$ cat config.mk
export PLATFORM = sky130hd
export DESIGN_NAME = ctrl_pipe_flat
export DESIGN_NICKNAME = d
export VERILOG_FILES = /design/src/rtl/ctrl_pipe_if.sv /design/src/rtl/ctrl_pipe.sv /design/src/flat_wrapper.sv
export SDC_FILE = /design/constraint.sdc
export NUM_CORES = 1
export LEC_CHECK = 0
export ABC_AREA = 1
export CAP_MARGIN = 0
export CORE_MARGIN = 2
export CORE_UTILIZATION = 42
export DETAILED_ROUTE_END_ITERATION = 7
export PLACE_DENSITY_LB_ADDON = 0.1
export REMOVE_ABC_BUFFERS = 1
export SLEW_MARGIN = 25
export SYNTH_ARGS = -nofsm -noshare
export SYNTH_HDL_FRONTEND = slang
export SYNTH_SLANG_ARGS = --single-unit
$ cat constraint.sdc
create_clock -name clk -period 1.4 [get_ports clk]
set_input_delay 0.28 -clock clk [delete_from_list [all_inputs] [get_ports clk]]
set_output_delay 0.28 -clock clk [all_outputs]
set_load 0.01 [all_outputs]
$ cat src/rtl/ctrl_pipe_if.sv
// Bundle of decode inputs, hazard controls and per-stage control outputs
// exchanged between the datapath/hazard unit (master) and ctrl_pipe (slave).
interface ctrl_pipe_if #(
    parameter int DATA_WIDTH = 32,
    parameter int ALUCTRL_W  = 4,
    parameter int CNT_WIDTH  = 32
);
    logic [DATA_WIDTH-1:0] instr_D;
    logic                  valid_D;
    logic                  stall_E;
    logic                  flush_E;

    logic                  branch_D;
    logic                  jump_D;
    logic                  illegal_D;
    logic [2:0]            immsel_D;

    logic                  alusrc_E;
    logic                  aluasrc_E;
    logic [ALUCTRL_W-1:0]  alucontrol_E;
    logic                  memread_E;
    logic                  valid_E;

    logic                  memread_M;
    logic                  memwrite_M;
    logic                  regwrite_M;
    logic                  valid_M;

    logic                  regwrite_W;
    logic [1:0]            regsrc_W;
    logic                  valid_W;

    logic [CNT_WIDTH-1:0]  instret;

    modport master (
        output instr_D, valid_D, stall_E, flush_E,
        input  branch_D, jump_D, illegal_D, immsel_D,
        input  alusrc_E, aluasrc_E, alucontrol_E, memread_E, valid_E,
        input  memread_M, memwrite_M, regwrite_M, valid_M,
        input  regwrite_W, regsrc_W, valid_W, instret
    );

    modport slave (
        input  instr_D, valid_D, stall_E, flush_E,
        output branch_D, jump_D, illegal_D, immsel_D,
        output alusrc_E, aluasrc_E, alucontrol_E, memread_E, valid_E,
        output memread_M, memwrite_M, regwrite_M, valid_M,
        output regwrite_W, regsrc_W, valid_W, instret
    );
endinterface

$ cat src/rtl/ctrl_pipe.sv
// RV32I pipelined control unit: combinational D-stage decode feeding
// E/M/W control registers with stall/flush at D->E and a retire counter.
module ctrl_pipe #(
    parameter int DATA_WIDTH = 32,
    parameter int ALUCTRL_W  = 4,
    parameter bit EN_MUL     = 1'b0,
    parameter int CNT_WIDTH  = 32
) (
    input  logic       clk,
    input  logic       rst,
    ctrl_pipe_if.slave bus
);
    localparam logic [3:0] ALU_NONE  = 4'b0000;
    localparam logic [3:0] ALU_ADD   = 4'b0001;
    localparam logic [3:0] ALU_SUB   = 4'b0010;
    localparam logic [3:0] ALU_AND   = 4'b0011;
    localparam logic [3:0] ALU_OR    = 4'b0100;
    localparam logic [3:0] ALU_XOR   = 4'b0101;
    localparam logic [3:0] ALU_SLL   = 4'b0110;
    localparam logic [3:0] ALU_SRL   = 4'b0111;
    localparam logic [3:0] ALU_SRA   = 4'b1000;
    localparam logic [3:0] ALU_SLT   = 4'b1001;
    localparam logic [3:0] ALU_SLTU  = 4'b1010;
    localparam logic [3:0] ALU_MUL   = 4'b1011;
    localparam logic [3:0] ALU_PASSB = 4'b1100;

    typedef struct packed {
        logic       regwrite;
        logic       memread;
        logic       memwrite;
        logic       alusrc;
        logic       aluasrc;
        logic [1:0] regsrc;
        logic [3:0] alu;
        logic       branch;
        logic       jump;
        logic [2:0] immsel;
    } dec_t;

    logic [DATA_WIDTH-1:0] instr;
    logic [6:0]            opcode;
    logic [2:0]            funct3;
    logic [6:0]            funct7;
    logic                  unused_instr;
    dec_t                  raw;
    dec_t                  dec;
    logic                  illegal;
    logic                  load_d;

    logic                  alusrc_e;
    logic                  aluasrc_e;
    logic [ALUCTRL_W-1:0]  alu_e;
    logic                  memread_e;
    logic                  memwrite_e;
    logic                  regwrite_e;
    logic [1:0]            regsrc_e;
    logic                  valid_e;

    logic                  memread_m;
    logic                  memwrite_m;
    logic                  regwrite_m;
    logic [1:0]            regsrc_m;
    logic                  valid_m;

    logic                  regwrite_w;
    logic [1:0]            regsrc_w;
    logic                  valid_w;
    logic [CNT_WIDTH-1:0]  instret;

    assign instr        = bus.instr_D;
    assign opcode       = instr[6:0];
    assign funct3       = instr[14:12];
    assign funct7       = instr[31:25];
    assign unused_instr = ^instr;

    // Shared funct3 -> ALU mapping for register and immediate arithmetic.
    function automatic logic [3:0] alu_by_funct3(input logic [2:0] f3, input logic arith);
        case (f3)
            3'b000:  return ALU_ADD;
            3'b001:  return ALU_SLL;
            3'b010:  return ALU_SLT;
            3'b011:  return ALU_SLTU;
            3'b100:  return ALU_XOR;
            3'b101:  return arith ? ALU_SRA : ALU_SRL;
            3'b110:  return ALU_OR;
            default: return ALU_AND;
        endcase
    endfunction

    always_comb begin
        raw     = '0;
        illegal = 1'b0;
        case (opcode)
            7'h33: begin
                raw.regwrite = 1'b1;
                if (funct7 == 7'h00)
                    raw.alu = alu_by_funct3(funct3, 1'b0);
                else if (funct7 == 7'h20 && funct3 == 3'b000)
                    raw.alu = ALU_SUB;
                else if (funct7 == 7'h20 && funct3 == 3'b101)
                    raw.alu = ALU_SRA;
                else if (funct7 == 7'h01 && funct3 == 3'b000 && EN_MUL)
                    raw.alu = ALU_MUL;
                else
                    illegal = 1'b1;
            end
            7'h13: begin
                raw.alu      = alu_by_funct3(funct3, instr[30]);
                raw.alusrc   = 1'b1;
                raw.regwrite = 1'b1;
                raw.immsel   = 3'b001;
            end
            7'h03: begin
                raw.alu      = ALU_ADD;
                raw.alusrc   = 1'b1;
                raw.memread  = 1'b1;
                raw.regwrite = 1'b1;
                raw.regsrc   = 2'b01;
                raw.immsel   = 3'b001;
            end
            7'h23: begin
                raw.alu      = ALU_ADD;
                raw.alusrc   = 1'b1;
                raw.memwrite = 1'b1;
                raw.immsel   = 3'b010;
            end
            7'h63: begin
                raw.alu    = ALU_SUB;
                raw.branch = 1'b1;
                raw.immsel = 3'b011;
            end
            7'h6F: begin
                raw.jump     = 1'b1;
                raw.regwrite = 1'b1;
                raw.regsrc   = 2'b10;
                raw.immsel   = 3'b101;
            end
            7'h67: begin
                raw.jump     = 1'b1;
                raw.alu      = ALU_ADD;
                raw.alusrc   = 1'b1;
                raw.regwrite = 1'b1;
                raw.regsrc   = 2'b10;
                raw.immsel   = 3'b001;
            end
            7'h37: begin
                raw.alu      = ALU_PASSB;
                raw.alusrc   = 1'b1;
                raw.regwrite = 1'b1;
                raw.immsel   = 3'b100;
            end
            7'h17: begin
                raw.alu      = ALU_ADD;
                raw.alusrc   = 1'b1;
                raw.aluasrc  = 1'b1;
                raw.regwrite = 1'b1;
                raw.immsel   = 3'b100;
            end
            default: illegal = 1'b1;
        endcase
        dec = illegal ? '0 : raw;
        if (ALU_NONE != 4'b0000)
            dec = '0;
    end

    assign load_d = bus.valid_D & ~illegal;

    // A held (stalled) E word must not also advance, so M takes a bubble
    // instead; a flush releases the E word into M while E itself empties.
    always_ff @(posedge clk) begin
        if (!rst) begin
            alusrc_e   <= 1'b0;
            aluasrc_e  <= 1'b0;
            alu_e      <= '0;
            memread_e  <= 1'b0;
            memwrite_e <= 1'b0;
            regwrite_e <= 1'b0;
            regsrc_e   <= 2'b00;
            valid_e    <= 1'b0;
            memread_m  <= 1'b0;
            memwrite_m <= 1'b0;
            regwrite_m <= 1'b0;
            regsrc_m   <= 2'b00;
            valid_m    <= 1'b0;
            regwrite_w <= 1'b0;
            regsrc_w   <= 2'b00;
            valid_w    <= 1'b0;
            instret    <= '0;
        end else begin
            if (valid_w)
                instret <= instret + CNT_WIDTH'(1);

            regwrite_w <= regwrite_m;
            regsrc_w   <= regsrc_m;
            valid_w    <= valid_m;

            if (bus.stall_E && !bus.flush_E) begin
                memread_m  <= 1'b0;
                memwrite_m <= 1'b0;
                regwrite_m <= 1'b0;
                regsrc_m   <= 2'b00;
                valid_m    <= 1'b0;
            end else begin
                memread_m  <= memread_e;
                memwrite_m <= memwrite_e;
                regwrite_m <= regwrite_e;
                regsrc_m   <= regsrc_e;
                valid_m    <= valid_e;
            end

            if (bus.flush_E) begin
                alusrc_e   <= 1'b0;
                aluasrc_e  <= 1'b0;
                alu_e      <= '0;
                memread_e  <= 1'b0;
                memwrite_e <= 1'b0;
                regwrite_e <= 1'b0;
                regsrc_e   <= 2'b00;
                valid_e    <= 1'b0;
            end else if (!bus.stall_E) begin
                alusrc_e   <= load_d & dec.alusrc;
                aluasrc_e  <= load_d & dec.aluasrc;
                alu_e      <= load_d ? ALUCTRL_W'(dec.alu) : '0;
                memread_e  <= load_d & dec.memread;
                memwrite_e <= load_d & dec.memwrite;
                regwrite_e <= load_d & dec.regwrite;
                regsrc_e   <= load_d ? dec.regsrc : 2'b00;
                valid_e    <= load_d;
            end
        end
    end

    assign bus.branch_D     = dec.branch;
    assign bus.jump_D       = dec.jump;
    assign bus.illegal_D    = illegal;
    assign bus.immsel_D     = dec.immsel;
    assign bus.alusrc_E     = alusrc_e;
    assign bus.aluasrc_E    = aluasrc_e;
    assign bus.alucontrol_E = alu_e;
    assign bus.memread_E    = memread_e;
    assign bus.valid_E      = valid_e;
    assign bus.memread_M    = memread_m;
    assign bus.memwrite_M   = memwrite_m;
    assign bus.regwrite_M   = regwrite_m;
    assign bus.valid_M      = valid_m;
    assign bus.regwrite_W   = regwrite_w;
    assign bus.regsrc_W     = regsrc_w;
    assign bus.valid_W      = valid_w;
    assign bus.instret      = instret;
endmodule

$ cat src/flat_wrapper.sv
// flat-port wrapper written by rule: the top's interface ports become plain ports
module ctrl_pipe_flat 
#(
    parameter int DATA_WIDTH = 32,
    parameter int ALUCTRL_W  = 4,
    parameter bit EN_MUL     = 1'b0,
    parameter int CNT_WIDTH  = 32
)
  (clk, rst, bus_instr_D, bus_valid_D, bus_stall_E, bus_flush_E, bus_branch_D, bus_jump_D, bus_illegal_D, bus_immsel_D, bus_alusrc_E, bus_aluasrc_E, bus_alucontrol_E, bus_memread_E, bus_valid_E, bus_memread_M, bus_memwrite_M, bus_regwrite_M, bus_valid_M, bus_regwrite_W, bus_regsrc_W, bus_valid_W, bus_instret);
  ctrl_pipe_if #(.DATA_WIDTH(DATA_WIDTH), .ALUCTRL_W(ALUCTRL_W), .CNT_WIDTH(CNT_WIDTH)) bus_i ();
  input  logic clk;
  input  logic rst;
  input wire logic [$bits(bus_i.instr_D)-1:0] bus_instr_D;
  input wire logic [$bits(bus_i.valid_D)-1:0] bus_valid_D;
  input wire logic [$bits(bus_i.stall_E)-1:0] bus_stall_E;
  input wire logic [$bits(bus_i.flush_E)-1:0] bus_flush_E;
  output wire logic [$bits(bus_i.branch_D)-1:0] bus_branch_D;
  output wire logic [$bits(bus_i.jump_D)-1:0] bus_jump_D;
  output wire logic [$bits(bus_i.illegal_D)-1:0] bus_illegal_D;
  output wire logic [$bits(bus_i.immsel_D)-1:0] bus_immsel_D;
  output wire logic [$bits(bus_i.alusrc_E)-1:0] bus_alusrc_E;
  output wire logic [$bits(bus_i.aluasrc_E)-1:0] bus_aluasrc_E;
  output wire logic [$bits(bus_i.alucontrol_E)-1:0] bus_alucontrol_E;
  output wire logic [$bits(bus_i.memread_E)-1:0] bus_memread_E;
  output wire logic [$bits(bus_i.valid_E)-1:0] bus_valid_E;
  output wire logic [$bits(bus_i.memread_M)-1:0] bus_memread_M;
  output wire logic [$bits(bus_i.memwrite_M)-1:0] bus_memwrite_M;
  output wire logic [$bits(bus_i.regwrite_M)-1:0] bus_regwrite_M;
  output wire logic [$bits(bus_i.valid_M)-1:0] bus_valid_M;
  output wire logic [$bits(bus_i.regwrite_W)-1:0] bus_regwrite_W;
  output wire logic [$bits(bus_i.regsrc_W)-1:0] bus_regsrc_W;
  output wire logic [$bits(bus_i.valid_W)-1:0] bus_valid_W;
  output wire logic [$bits(bus_i.instret)-1:0] bus_instret;
  assign bus_i.instr_D = bus_instr_D;
  assign bus_i.valid_D = bus_valid_D;
  assign bus_i.stall_E = bus_stall_E;
  assign bus_i.flush_E = bus_flush_E;
  assign bus_branch_D = bus_i.branch_D;
  assign bus_jump_D = bus_i.jump_D;
  assign bus_illegal_D = bus_i.illegal_D;
  assign bus_immsel_D = bus_i.immsel_D;
  assign bus_alusrc_E = bus_i.alusrc_E;
  assign bus_aluasrc_E = bus_i.aluasrc_E;
  assign bus_alucontrol_E = bus_i.alucontrol_E;
  assign bus_memread_E = bus_i.memread_E;
  assign bus_valid_E = bus_i.valid_E;
  assign bus_memread_M = bus_i.memread_M;
  assign bus_memwrite_M = bus_i.memwrite_M;
  assign bus_regwrite_M = bus_i.regwrite_M;
  assign bus_valid_M = bus_i.valid_M;
  assign bus_regwrite_W = bus_i.regwrite_W;
  assign bus_regsrc_W = bus_i.regsrc_W;
  assign bus_valid_W = bus_i.valid_W;
  assign bus_instret = bus_i.instret;
  ctrl_pipe #(.DATA_WIDTH(DATA_WIDTH), .ALUCTRL_W(ALUCTRL_W), .EN_MUL(EN_MUL), .CNT_WIDTH(CNT_WIDTH)) u_core (.clk(clk), .rst(rst), .bus(bus_i));
endmodule
Word level (Yosys, flattened, before mapping)
Cells that the tools add are included.
- $add $sub $neg: 1
- equality and inequality tests: 16
- muxes and demuxes: 23
- bitwise gates (word level): 8
- reductions and logical operators: 15
- operators by type and width (cell ; count):
    4-bit one-hot mux with 7 select lines ; 2
    32-bit by 1-bit adder with 32-bit output (second input constant) ; 1
    7-bit by 6-bit == test with 1-bit output (second input constant) ; 4
    7-bit == test (second input constant) ; 3
    4-bit two-way mux ; 5
    4-bit one-hot mux with 5 select lines ; 1
    16-bit two-way mux ; 1
    3-bit one-hot mux with 5 select lines ; 1
    7-bit by 5-bit == test with 1-bit output (second input constant) ; 2
    1-bit two-way mux ; 10
    3-bit == test (second input constant) ; 3
    2-bit OR reduction ; 4
    8-bit OR reduction ; 1
    7-bit by 2-bit == test with 1-bit output (second input constant) ; 1
    7-bit zero test ; 1
    7-bit OR reduction ; 1
    1-bit bitwise AND ; 6
    3-bit by 2-bit == test with 1-bit output (second input constant) ; 2
    6-bit OR reduction ; 1
    2-bit one-hot mux with 2 select lines ; 1
    4-bit OR reduction ; 1
    3-bit by 1-bit == test with 1-bit output (second input constant) ; 1
    1-bit logical AND ; 3
    3-bit zero test ; 1
    other kinds (5) ; 6
- bits in registers: 54
- input port bits: 37
- output and inout bits: 54
- word-level logic and storage cells: 80

Logic depth before layout (Yosys ltp)
Gate-level depths: netlist of run 1.
- depth in word-level cells: 9
- depth in mapped cells: 12
- depth with buffers taken out: 12

Worst setup path after synthesis of run 1
OpenSTA, ideal clock, no wires.
- path kind: in2out
- start point: in bus_instr_D[1]
- end point: out bus_illegal_D
- arrival: 1.221 ns
- data required time: 1.120 ns
- setup slack: -0.101 ns
- cell stages on the path: 8
- buffers on the path: 0
- path through: nand2_1 -> inv_1 -> nand2_2 -> nor2_1 -> nor2_1 -> nand3_4 -> and2_4 -> inv_1
- longest elaborated chain between the ends: 3
- elaborated cells between the ends (all ways): 11
- classes of those cells: eq/ne (9); mux (1); reduce/logical (1)
- ends and longest elaborated chain (what ; line ; text):
    start: declaration ; flat_wrapper.sv:13 ; input wire logic [$bits(bus_i.instr_D)-1:0] bus_instr_D;
    7-bit == test (tied with other cells) ; ctrl_pipe.sv:93 ; case (opcode)
    8-bit OR reduction (no line) ; -- ;
    1-bit one-hot mux with 2 select lines * ; ctrl_pipe.sv:93 ;
    end: declaration ; flat_wrapper.sv:19 ; output wire logic [$bits(bus_i.illegal_D)-1:0] bus_illegal_D;
Every way passes the cells marked *; elsewhere a longest branch is shown, timed or not.

Worst setup path in the final report of run 1
- start point: in bus_instr_D[4]
- end point: out bus_illegal_D
The elaborated chain is that of the path after synthesis.

==> results of run 1 <==
-- layout by cell type (no fill, tap or decap), types with 4 or more instances in the layout --
master           count
o21ai_0             11
nor3_1               4
buf_6               14
nand3_2              8
clkbuf_8             5
nor3_4               5
nor2_4              22
buf_12               4
nand2_1             69
inv_1               43
dfxtp_1             29
clkdlybuf4s50_1      4
buf_2                8
dfxtp_4              4
nand3_1             16
nor3_2               7
nand2_2             23
clkbuf_2             5
inv_2               11
dlygate4sd2_1       45
dfxtp_2             19
nand2_4             10
nand4_1             10
nor2_1              42
buf_4               97
nand3_4              7
a21oi_1             32
xor2_1               5
-- layout make-up --
cell class                 count  area (µm²)
clock buffer                   5        68.8
timing repair buffer         182        1530
tap                           77        96.3
inverter                      61         272
sequential                    52        1080
clock inverter                 3        28.8
multi-input combinational    301        1990
fill                         449        1330
-- Yosys cell counts (2+ instances only) --
cell and number:
nand2_1 98, nor2_1 60, inv_1 56, dfxtp_1 52, a21oi_1 32, nand3_1 27, nor3_1 13, o21ai_0 13
nand4_1 10, clkbuf_1 5, nand2_2 5, nor2_2 5, xor2_1 5, inv_2 4, o21ai_1 4, buf_2 3
nand3_2 3, a211oi_1 2, a31oi_1 2, nand2_4 2, nor2_4 2, nor3_2 2, nor3b_1 2, nor4_1 2
-- stage by stage --
step | power [mW] | std cells | instance area [µm²] | hold slack, ns
global placement | 1.76 | 649 | 4240 | 0.413
CTS | 2.74 | 671 | 4700 | 0.436
finish | 2.79 | 681 | 5060 | 0.430
detailed placement | 1.77 | 649 | 4240 | 0.415
floorplan | 1.60 | 414 | 2760 | 0.373
global route | 2.88 | 681 | 5060 | 0.449
-- tightest hold or removal path, delay by kind of cell (launching register included) --
kind                   cells  cell delay [ns]
DFF                        1             0.33
buffers and inverters      1             0.03
and+or+nand+nor            1             0.06
-- kinds of logic after synthesis --
logic type / count (synthesis)
AOI/OAI and AO/OA: 56
DFF: 52
xor gates and xnor gates: 6
adders and majority gates: 1
and+or+nand+nor: 238
buffers and inverters: 70
-- how the worst min path moves through the flow --
stage / end / slack (ns) / cells after the start
global route: u_core.bus.regsrc_W[0]$_SDFF_PN0_ / 0.45 / 2
finish: u_core.bus.valid_W$_SDFF_PN0_ / 0.43 / 2
floorplan: u_core.bus.regsrc_W[0]$_SDFF_PN0_ / 0.37 / 2
global placement: u_core.bus.regsrc_W[1]$_SDFF_PN0_ / 0.41 / 2
CTS: u_core.bus.regsrc_W[1]$_SDFF_PN0_ / 0.44 / 2
detailed placement: u_core.bus.regsrc_W[1]$_SDFF_PN0_ / 0.41 / 2
-- power breakdown --
group	internal [mW]	switching, mW	leakage [nW]
clock network	0.379	0.583	0.0511
registers	1.47	0.000466	0.432
logic	0.163	0.194	2.04
total	2.01	0.778	2.52
-- per-layer routing --
layer	up-vias	part of all wire (%)
li1	1718	-
met1	1662	36
met2	203	52
met3	61	6.6
met4	0	5.1
met5	-	0
-- registers in the layout (all words and copies together), names as in the netlist, 2 cells and up --
signal                   flops
u_core.bus.alucontrol_E      4
u_core.bus.instret          32
u_core.bus.regsrc_W          2
u_core.regsrc_e              2
u_core.regsrc_m              2
-- what timing repair did --
item                                    in CTS  in global routing
setup buffers                               15                 12
resized for setup                          244                 91
endpoints found under the setup margin      85                 29
pin swaps                                   40                 54
==> run summary, run 1 <==
Status - finished, violations left
Failing checks - setup timing
Final #Nets - 641
Root buf cell - clkbuf_8
Critical path depth in cells - 11
Vias per cell - 5.35
Post-synthesis compound-gate area fraction - 10.6%
Slew HR - 72.4%
Post-synthesis mux area share - 0%
Max Freq - 644 MHz
Slowest-stage cell, CP - nor2_4
CP cell instances - buf_12, clkinv_8, nand2_8, nor2_4, nand2_2, nand2_2, nor2_4, nand3_4, and2_4, inv_2, buf_6
Die area - 0.00733 mm²
Largest net degree at the start of global routing - 20
XOR/XNOR share of the synthesized area - 1.88%
Area share of fa/ha/maj cells after synthesis - 0.447%
Ant. Diodes - 0
DP Worst Slack - -1.04 ns
Area leader, netlist - dfxtp_1
Via count - 3644
Iter 0 DRT Violations - 163
Min-delay src - u_core.bus.valid_M$_SDFF_PP0_
Busiest layer in global routing - met2
Grt ovf - 0
Core Util, Final - 79.3%
Unrepaired setup endpoints after global routing - true
Area Overhead vs Synth - 80.8%
Max FO, Critical Path - 5
Max-slew violations - 0
Syn avg cell area - 6.62 µm²
Initial antenna violation count - 0
Ys flop type - dfxtp_1
Worst R2R Setup Slack - -0.10 ns
H-tree Lvls - 2
Crit path DAT - 1.27 ns
DRC viols - 0
LEAKAGE - 2.52 nW
Worst setup EP type - output port
IO Count - 91
Routed len/inst - 15.6 µm
Detail Placement HPWL - 6070 µm
Die span in x - 85.6 µm
Distinct cells, synth - 38
Hold Vio Cnt, Final - 0
ANT nets after route - 0
Mapped Area - 0.00280 mm²
Critical Path Source - bus_instr_D[4]
Max incr delay on CP - 0.15 ns
Core Region - 0.00639 mm²
CP Capture Point - bus_illegal_D
Largest family of logic cells by synthesized area - simple AND/OR/NAND/NOR gates
Gr usage total - 25.1%
Hold Buf Count CTS - 0
Synthesis warning total - 0
Port Buffer Count - 75
Fin Setup TNS - -0.770 ns
RR Endpoint - u_core.bus.instret[27]$_SDFFE_PN0P_
Routed Wire Length - 10600 µm
Yosys top cell area share - 37.2%
Vias in the first global route - 3403
Crit path max-delay family - simple AND/OR/NAND/NOR gates
Kind of critical path - in2out
Num rows - 29
Maximum capacitance violations - 0
Synthesis-stage register bit count - 52
Inserted Clock Buffers - 5
Worst skew pair latency - 0.32 ns
GRT met3 Usage - 3.85%
CTS tree - built
First-pass GRT wire length - 15200 µm
First-pass DRT Iterations - 5
Cell count of the worst reg-to-reg path - 9
CP Buf/Inv Count - 4
Power Density - 551 mW/mm²
Met1 usage - 29.2%
Share of cells above drive strength 1 - 45.9%
Cell count after synthesis - 423
VDD IR max - 590 µV
Maximum clock path buffer count - 2
Tmin final - 1.55 ns
Worst-Margin Slew - 0.413 ns
Setup ws final - -0.153 ns
Final period util - 111%
Worst min path class - reg2reg
Worst setup SP type - primary input
CTS Sinks - 52
Worst-path clk slew - 0.11 ns
CP required - 1.12 ns
Reg2reg start - u_core.bus.instret[13]$_SDFFE_PN0P_
Clk_skew - 0.00991 ns
Initial core utilization - 43.8%
Met2 usage - 46.1%
Routability Congestion - 0.956
Area contributors post-synth - dfxtp_1 (37%), nand2_1 (13%), nor2_1 (8.0%)
Die Ht - 85.6 µm
Final setup vio count - 14
Synth async-reset ratio - 0%
Post-synth EDFFs - 0
Seq/Total Area, Yosys - 37.2%
Post-synthesis simple-gate area fraction - 40.2%
Note: power is estimated with default switching activity, not from simulation.
==> run 2, diff against run 1 <==
--- a/config.mk
+++ b/config.mk
@@ -12,6 +12,7 @@
 export DETAILED_ROUTE_END_ITERATION = 7
 export PLACE_DENSITY_LB_ADDON = 0.1
 export REMOVE_ABC_BUFFERS = 1
+export SKIP_CTS_REPAIR_TIMING = 1
 export SLEW_MARGIN = 25
 export SYNTH_ARGS = -nofsm -noshare
 export SYNTH_HDL_FRONTEND = slang
==> run 2 against run 1 <==
Effect of this change:
- the run still ends with setup timing left
- utilization grew 0.76 points
- combinational power shrank 11%
- clock skew grew 0.0063 ns
- wire length shrank 13%
- critical endpoint unchanged
- largest cell class unchanged
==> run summary, run 2 (synthesis results as in run 1) <==
Final period util - 113% (+1.6 points)
First-pass GRT wire length - 13200 µm (-13%)
Reg with most FFs - u_core.bus.instret
ANT nets after route - 0 (unchanged)
Cell count of the worst reg-to-reg path - 10 (+1)
Iter 0 DRT Violations - 86 (-47%)
Maximum capacitance violations - 0 (unchanged)
Routed Wire Length - 9220 µm (-13%)
Max Freq - 635 MHz (-1.4%)
Routability Congestion - 0.956 (unchanged)
VDD IR max - 563 µV (-4.4%)
Power Density - 535 mW/mm² (-3.0%)
DP Worst Slack - -1.04 ns (unchanged)
H-tree Lvls - 2 (unchanged)
Footprint of the multi-input gates - 0.00193 mm² (-3.3%)
Port Buffer Count - 75 (unchanged)
Die Ht - 85.6 µm (unchanged)
Slowest-stage cell, CP - and2_4
Final #Nets - 629 (-1.9%)
Num rows - 29 (unchanged)
Area Overhead vs Synth - 82.6%
Inserted Clock Buffers - 5 (unchanged)
Core Util, Final - 80.0% (+0.76 points)
Core Region - 0.00639 mm² (unchanged)
Final setup vio count - 10 (-4)
Max FFs per register - 32 (unchanged)
LEAKAGE - 3.24 nW (+29%)
CTS tree - built
Maximum clock path buffer count - 2 (unchanged)
Max-slew violations - 0 (unchanged)
Final Hold Slack - 0.431 ns (+0.000924 ns)
Hold Vio Cnt, Final - 0 (unchanged)
Setup ws final - -0.175 ns (-0.0226 ns)
Total chip power - 2.73 mW (-2.1%)
IO Count - 91 (unchanged)
Failing checks - setup timing
Commonest non-fill, non-tap cell in the layout - buf_4
Vias in the first global route - 3182 (-6.5%)
FF/Latch Area - 0.00109 mm² (+0.93%)
Detail Placement HPWL - 6070 µm (unchanged)
Clk_skew - 0.0162 ns (+0.00626 ns)
Ant. Diodes - 0 (unchanged)
Worst min path class - reg2reg
Worst-Margin Slew - 0.383 ns (-0.0305 ns)
CTS Sinks - 52 (unchanged)
Worst setup SP type - primary input
Largest net degree at the start of global routing - 20 (unchanged)
Share of cells above drive strength 1 - 41.9% (-4.0 points)
Status - finished, violations left
Gr usage total - 21.6% (-3.5 points)
DRC viols - 0 (unchanged)
Vias per cell - 5.13 (-4.2%)
Die span in x - 85.6 µm (unchanged)
Die area - 0.00733 mm² (unchanged)
Fin Setup TNS - -0.564 ns (+0.206 ns)
Worst setup EP type - output port
Root buf cell - clkbuf_8
Hold depth - 2 (unchanged)
Slew HR - 74.4% (+2.0 points)
Kind of critical path - in2out
Max FO, Critical Path - 4 (-1)
Worst skew pair latency - 0.32 ns (about the same)
First-pass DRT Iterations - 4 (-1)
Most frequent cells in the layout - buf_4 (86), nand2_1 (74), dlymetal6s2s_1 (57)
Crit path DAT - 1.30 ns (+0.03 ns)
Initial antenna violation count - 0 (unchanged)
Tmin final - 1.58 ns (+0.0226 ns)
CP cell instances - buf_8, inv_2, nand2_2, nor2_4, nand2_1, inv_1, nor2_4, nand3_4, and2_4, inv_1, buf_2
Initial core utilization - 43.8% (unchanged)
Worst-path clk slew - 0.11 ns (about the same)
Via count - 3431 (-5.8%)
Max incr delay on CP - 0.14 ns (about the same)
Routed len/inst - 13.8 µm (-11%)
FILL cells - 424 (-5.6%)
Worst R2R Setup Slack - -0.08 ns (+0.02 ns)
CP required - 1.12 ns (about the same)
Unrepaired setup endpoints after global routing - true
Grt ovf - 0 (unchanged)
==> run 2: cell types whose count changed in the layout (fill, tap and decap cells not counted), sizes merged <==
cell	change
buf	-21
clkdlybuf4s15	-3
dlygate4sd2	-45
dlymetal6s2s	+57
==> run 2: worst max-delay path, delay by kind of cell <==
kind	cells	cell delay, ns
and+or+nand+nor	6	0.55
buffers and inverters	5	0.46
==> run 2: per-layer routing <==
layer  routed length, µm  track usage [%]  vias up
li1                    -                -     1700
met1                3620             25.9     1564
met2                4820             38.9      136
met3                 521             3.85       31
met4                 255             7.22        0
met5                   0                0        -
==> run 2: path summary, 6_finish.rpt <==
| check | end | startpoint |
|---|---|---|
| worst max-delay path | bus_illegal_D | bus_instr_D[2] |
| worst min-delay path | u_core.bus.regsrc_W[1]$_SDFF_PN0_ | u_core.regsrc_m[1]$_SDFF_PP0_ |
| worst max register to register | u_core.bus.instret[9]$_SDFFE_PN0P_ | u_core.bus.instret[4]$_SDFFE_PN0P_ |
| worst min register to register | u_core.bus.regsrc_W[1]$_SDFF_PN0_ | u_core.regsrc_m[1]$_SDFF_PP0_ |
==> run 2: layout make-up <==
type,instances,share of cell area (%)
repair buffers,170,32.1
clock inverters,3,0.563
multi-input cells,301,37.7
inverters,61,5.12
well taps,77,1.89
clock buffers,5,1.35
flip-flops and latches,52,21.3
==> run 2: through the flow <==
| step | instance area [µm²] | instances |
|---|---|---|
| floorplan | 2760 | 414 |
| global placement | 4240 | 649 |
| detailed placement | 4240 | 649 |
| CTS | 4340 | 657 |
| global route | 5110 | 669 |
| finish | 5110 | 669 |
==> run 2: power breakdown <==
group          total [mW]  internal, mW  switching (mW)
clock network       0.952         0.379           0.573
registers            1.46          1.46        0.000424
logic               0.318         0.149           0.169
total                2.73          1.99           0.742
==> run 3, diff against run 2 <==
--- a/config.mk
+++ b/config.mk
@@ -7,6 +7,7 @@
 export LEC_CHECK = 0
 export ABC_AREA = 1
 export CAP_MARGIN = 0
+export CORE_ASPECT_RATIO = 0.7
 export CORE_MARGIN = 2
 export CORE_UTILIZATION = 42
 export DETAILED_ROUTE_END_ITERATION = 7
==> run 3 against run 2 <==
Effect of this change:
- the flow still finishes with violations (setup timing)
- utilization up 2.6 points
- fmax fell by 4.0%
- global-route usage is 2.0 points higher
- sequential share of layout area shrank 0.54 points
- clock-buffer cell count unchanged
- clock power increased by 10%
- sequential power about the same
- setup slack lost 0.066 ns
- hold slack worse by 0.011 ns
- flip-flop and latch count unchanged
- largest power group unchanged
==> run summary, run 3 (synthesis results as in run 1) <==
Status - finished, violations left
Failing checks - setup timing
FF/Latch Area - 0.00109 mm² (-0.12%)
Port Buffer Count - 75 (unchanged)
Initial core utilization - 44.2% (+0.35 points)
Vias in the first global route - 2862 (-10%)
Worst min path class - reg2reg
Total chip power - 2.86 mW (+4.8%)
DP Worst Slack - -1.07 ns (-0.0320 ns)
ANT nets after route - 0 (unchanged)
IO Count - 91 (unchanged)
Share of cells above drive strength 1 - 43.4% (+1.5 points)
CP Buf/Inv Count - 4 (-1)
Slowest-stage cell, CP - nor2_4
Setup ws final - -0.241 ns (-0.0662 ns)
Final period util - 117% (+4.7 points)
Kind of critical path - in2out
CP cell instances - buf_4, nand2_1, nor2_2, inv_1, nor2_4, nand4_4, and2_4, inv_1, buf_2
Crit path max-delay family - simple AND/OR/NAND/NOR gates
H-tree Lvls - 2 (unchanged)
Initial antenna violation count - 0 (unchanged)
Crit path DAT - 1.36 ns (+0.06 ns)
LEAKAGE - 3.29 nW (+1.7%)
Routed len/inst - 16.1 µm (+17%)
Fin Setup TNS - -2.18 ns (-1.62 ns)
Max FO, Critical Path - 6 (+2)
Unrepaired setup endpoints after global routing - true
Routability Congestion - 0.861 (-9.9%)
Max FFs per register - 32 (unchanged)
Largest net degree at the start of global routing - 17 (-15%)
CP required - 1.12 ns (about the same)
Inserted Clock Buffers - 5 (unchanged)
CTS Sinks - 52 (unchanged)
Die span in x - 102 µm (+19%)
Worst setup EP type - output port
Power Density - 547 mW/mm² (+2.3%)
Max Freq - 609 MHz (-4.0%)
Core Util, Final - 82.6% (+2.6 points)
Worst skew pair latency - 0.31 ns (about the same)
CTS tree - built
Detail Placement HPWL - 6690 µm (+10%)
Clk_skew - 0.00601 ns (-0.0102 ns)
Die area - 0.00734 mm² (+0.14%)
Worst setup SP type - primary input
Routed Wire Length - 11100 µm (+21%)
Final setup vio count - 22 (+12)
First-pass GRT wire length - 13800 µm (+3.8%)
Worst-path clk slew - 0.10 ns (about the same)
Max-slew violations - 0 (unchanged)
Critical Path Source - bus_instr_D[5]
Hold Vio Cnt, Final - 0 (unchanged)
Maximum capacitance violations - 0 (unchanged)
FILL cells - 368 (-13%)
Grt ovf - 0 (unchanged)
Root buf cell - clkbuf_8
Worst-Margin Slew - 0.342 ns (-0.0408 ns)
Most frequent cells in the layout - buf_4 (95), nand2_1 (77), dlymetal6s2s_1 (59)
Reg2reg start - u_core.bus.instret[3]$_SDFFE_PN0P_
Reg with most FFs - u_core.bus.instret
Ant. Diodes - 0 (unchanged)
Vias per cell - 5.33 (+3.9%)
Footprint of the multi-input gates - 0.00192 mm² (-0.33%)
Commonest non-fill, non-tap cell in the layout - buf_4
Maximum clock path buffer count - 2 (unchanged)
Min-delay src - u_core.regsrc_m[1]$_SDFF_PP0_
DRC viols - 0 (unchanged)
Core Region - 0.00634 mm² (-0.78%)
Gr usage total - 23.6% (+2.0 points)
Slew HR - 77.2% (+2.8 points)
Tmin final - 1.64 ns (+0.0662 ns)
Crit-path most repeated cell - inv_1
VDD IR max - 596 µV (+5.8%)
Final #Nets - 639 (+1.6%)
Die Ht - 72.3 µm (-16%)
Max incr delay on CP - 0.16 ns (+0.02 ns)
Iter 0 DRT Violations - 281 (+230%)
Via count - 3694 (+7.7%)
Num rows - 24 (-17%)
Area Overhead vs Synth - 87.1%
First-pass DRT Iterations - 5 (+1)
==> run 3: cell types whose count changed in the layout (fill, tap and decap cells not counted), moves of 3 or more <==
| cell | before | now |
|---|---|---|
| buf_4 | 86 | 95 |
| buf_2 | 2 | 5 |
| o21ai_0 | 10 | 7 |
| nor2_4 | 20 | 17 |
| inv_2 | 9 | 13 |
| o21ai_1 | 3 | 7 |
| nor2_2 | 3 | 8 |
| clkbuf_2 | 5 | 0 |
| nand2_1 | 74 | 77 |
| nand2_2 | 20 | 16 |
| inv_1 | 44 | 40 |
==> run 3: final cells by class <==
class / instances / share of cell area, %
Multi-Input combinational cell: 301 / 36.7
Timing Repair Buffer: 180 / 33.3
Sequential cell: 52 / 20.8
Inverter: 61 / 4.99
Tap cell: 91 / 2.17
Clock buffer: 5 / 1.31
Clock inverter: 3 / 0.812
==> run 3: metrics by stage <==
step	hold WS (ns)	area, µm²	std cells
finish	0.420	5240	693
CTS	0.423	4370	669
global route	0.439	5240	693
floorplan	0.373	2760	414
global placement	0.397	4260	661
detailed placement	0.401	4260	661
==> run 3: power breakdown <==
group	total [mW]	switching, mW	internal (mW)
registers	1.46	0.000474	1.46
clock network	1.05	0.521	0.530
logic	0.348	0.187	0.162
total	2.86	0.708	2.16
==> run 3: tightest hold or removal path, cell delays in order (launching register included) <==
cell,delay [ns]
dfxtp_1,0.31
nand2_1,0.05
inv_1,0.03
==> run 3: path summary, 6_finish.rpt <==
path                                               to  slack, ns  cells past startpoint
setup / recovery                        bus_illegal_D      -0.24                      9
hold / removal      u_core.bus.regsrc_W[1]$_SDFF_PN0_       0.42                      2
setup reg to reg  u_core.bus.instret[13]$_SDFFE_PN0P_      -0.19                     10
hold reg to reg     u_core.bus.regsrc_W[1]$_SDFF_PN0_       0.42                      2
==> run 3: layer usage <==
| metal | track usage, % | share of wire (%) | vias up |
|---|---|---|---|
| met5 | 0 | 0 | - |
| met3 | 3.85 | 8.7 | 38 |
| met2 | 34.6 | 47 | 212 |
| met1 | 37.2 | 42 | 1724 |
| met4 | 2.70 | 2.4 | 0 |
| li1 | - | - | 1720 |
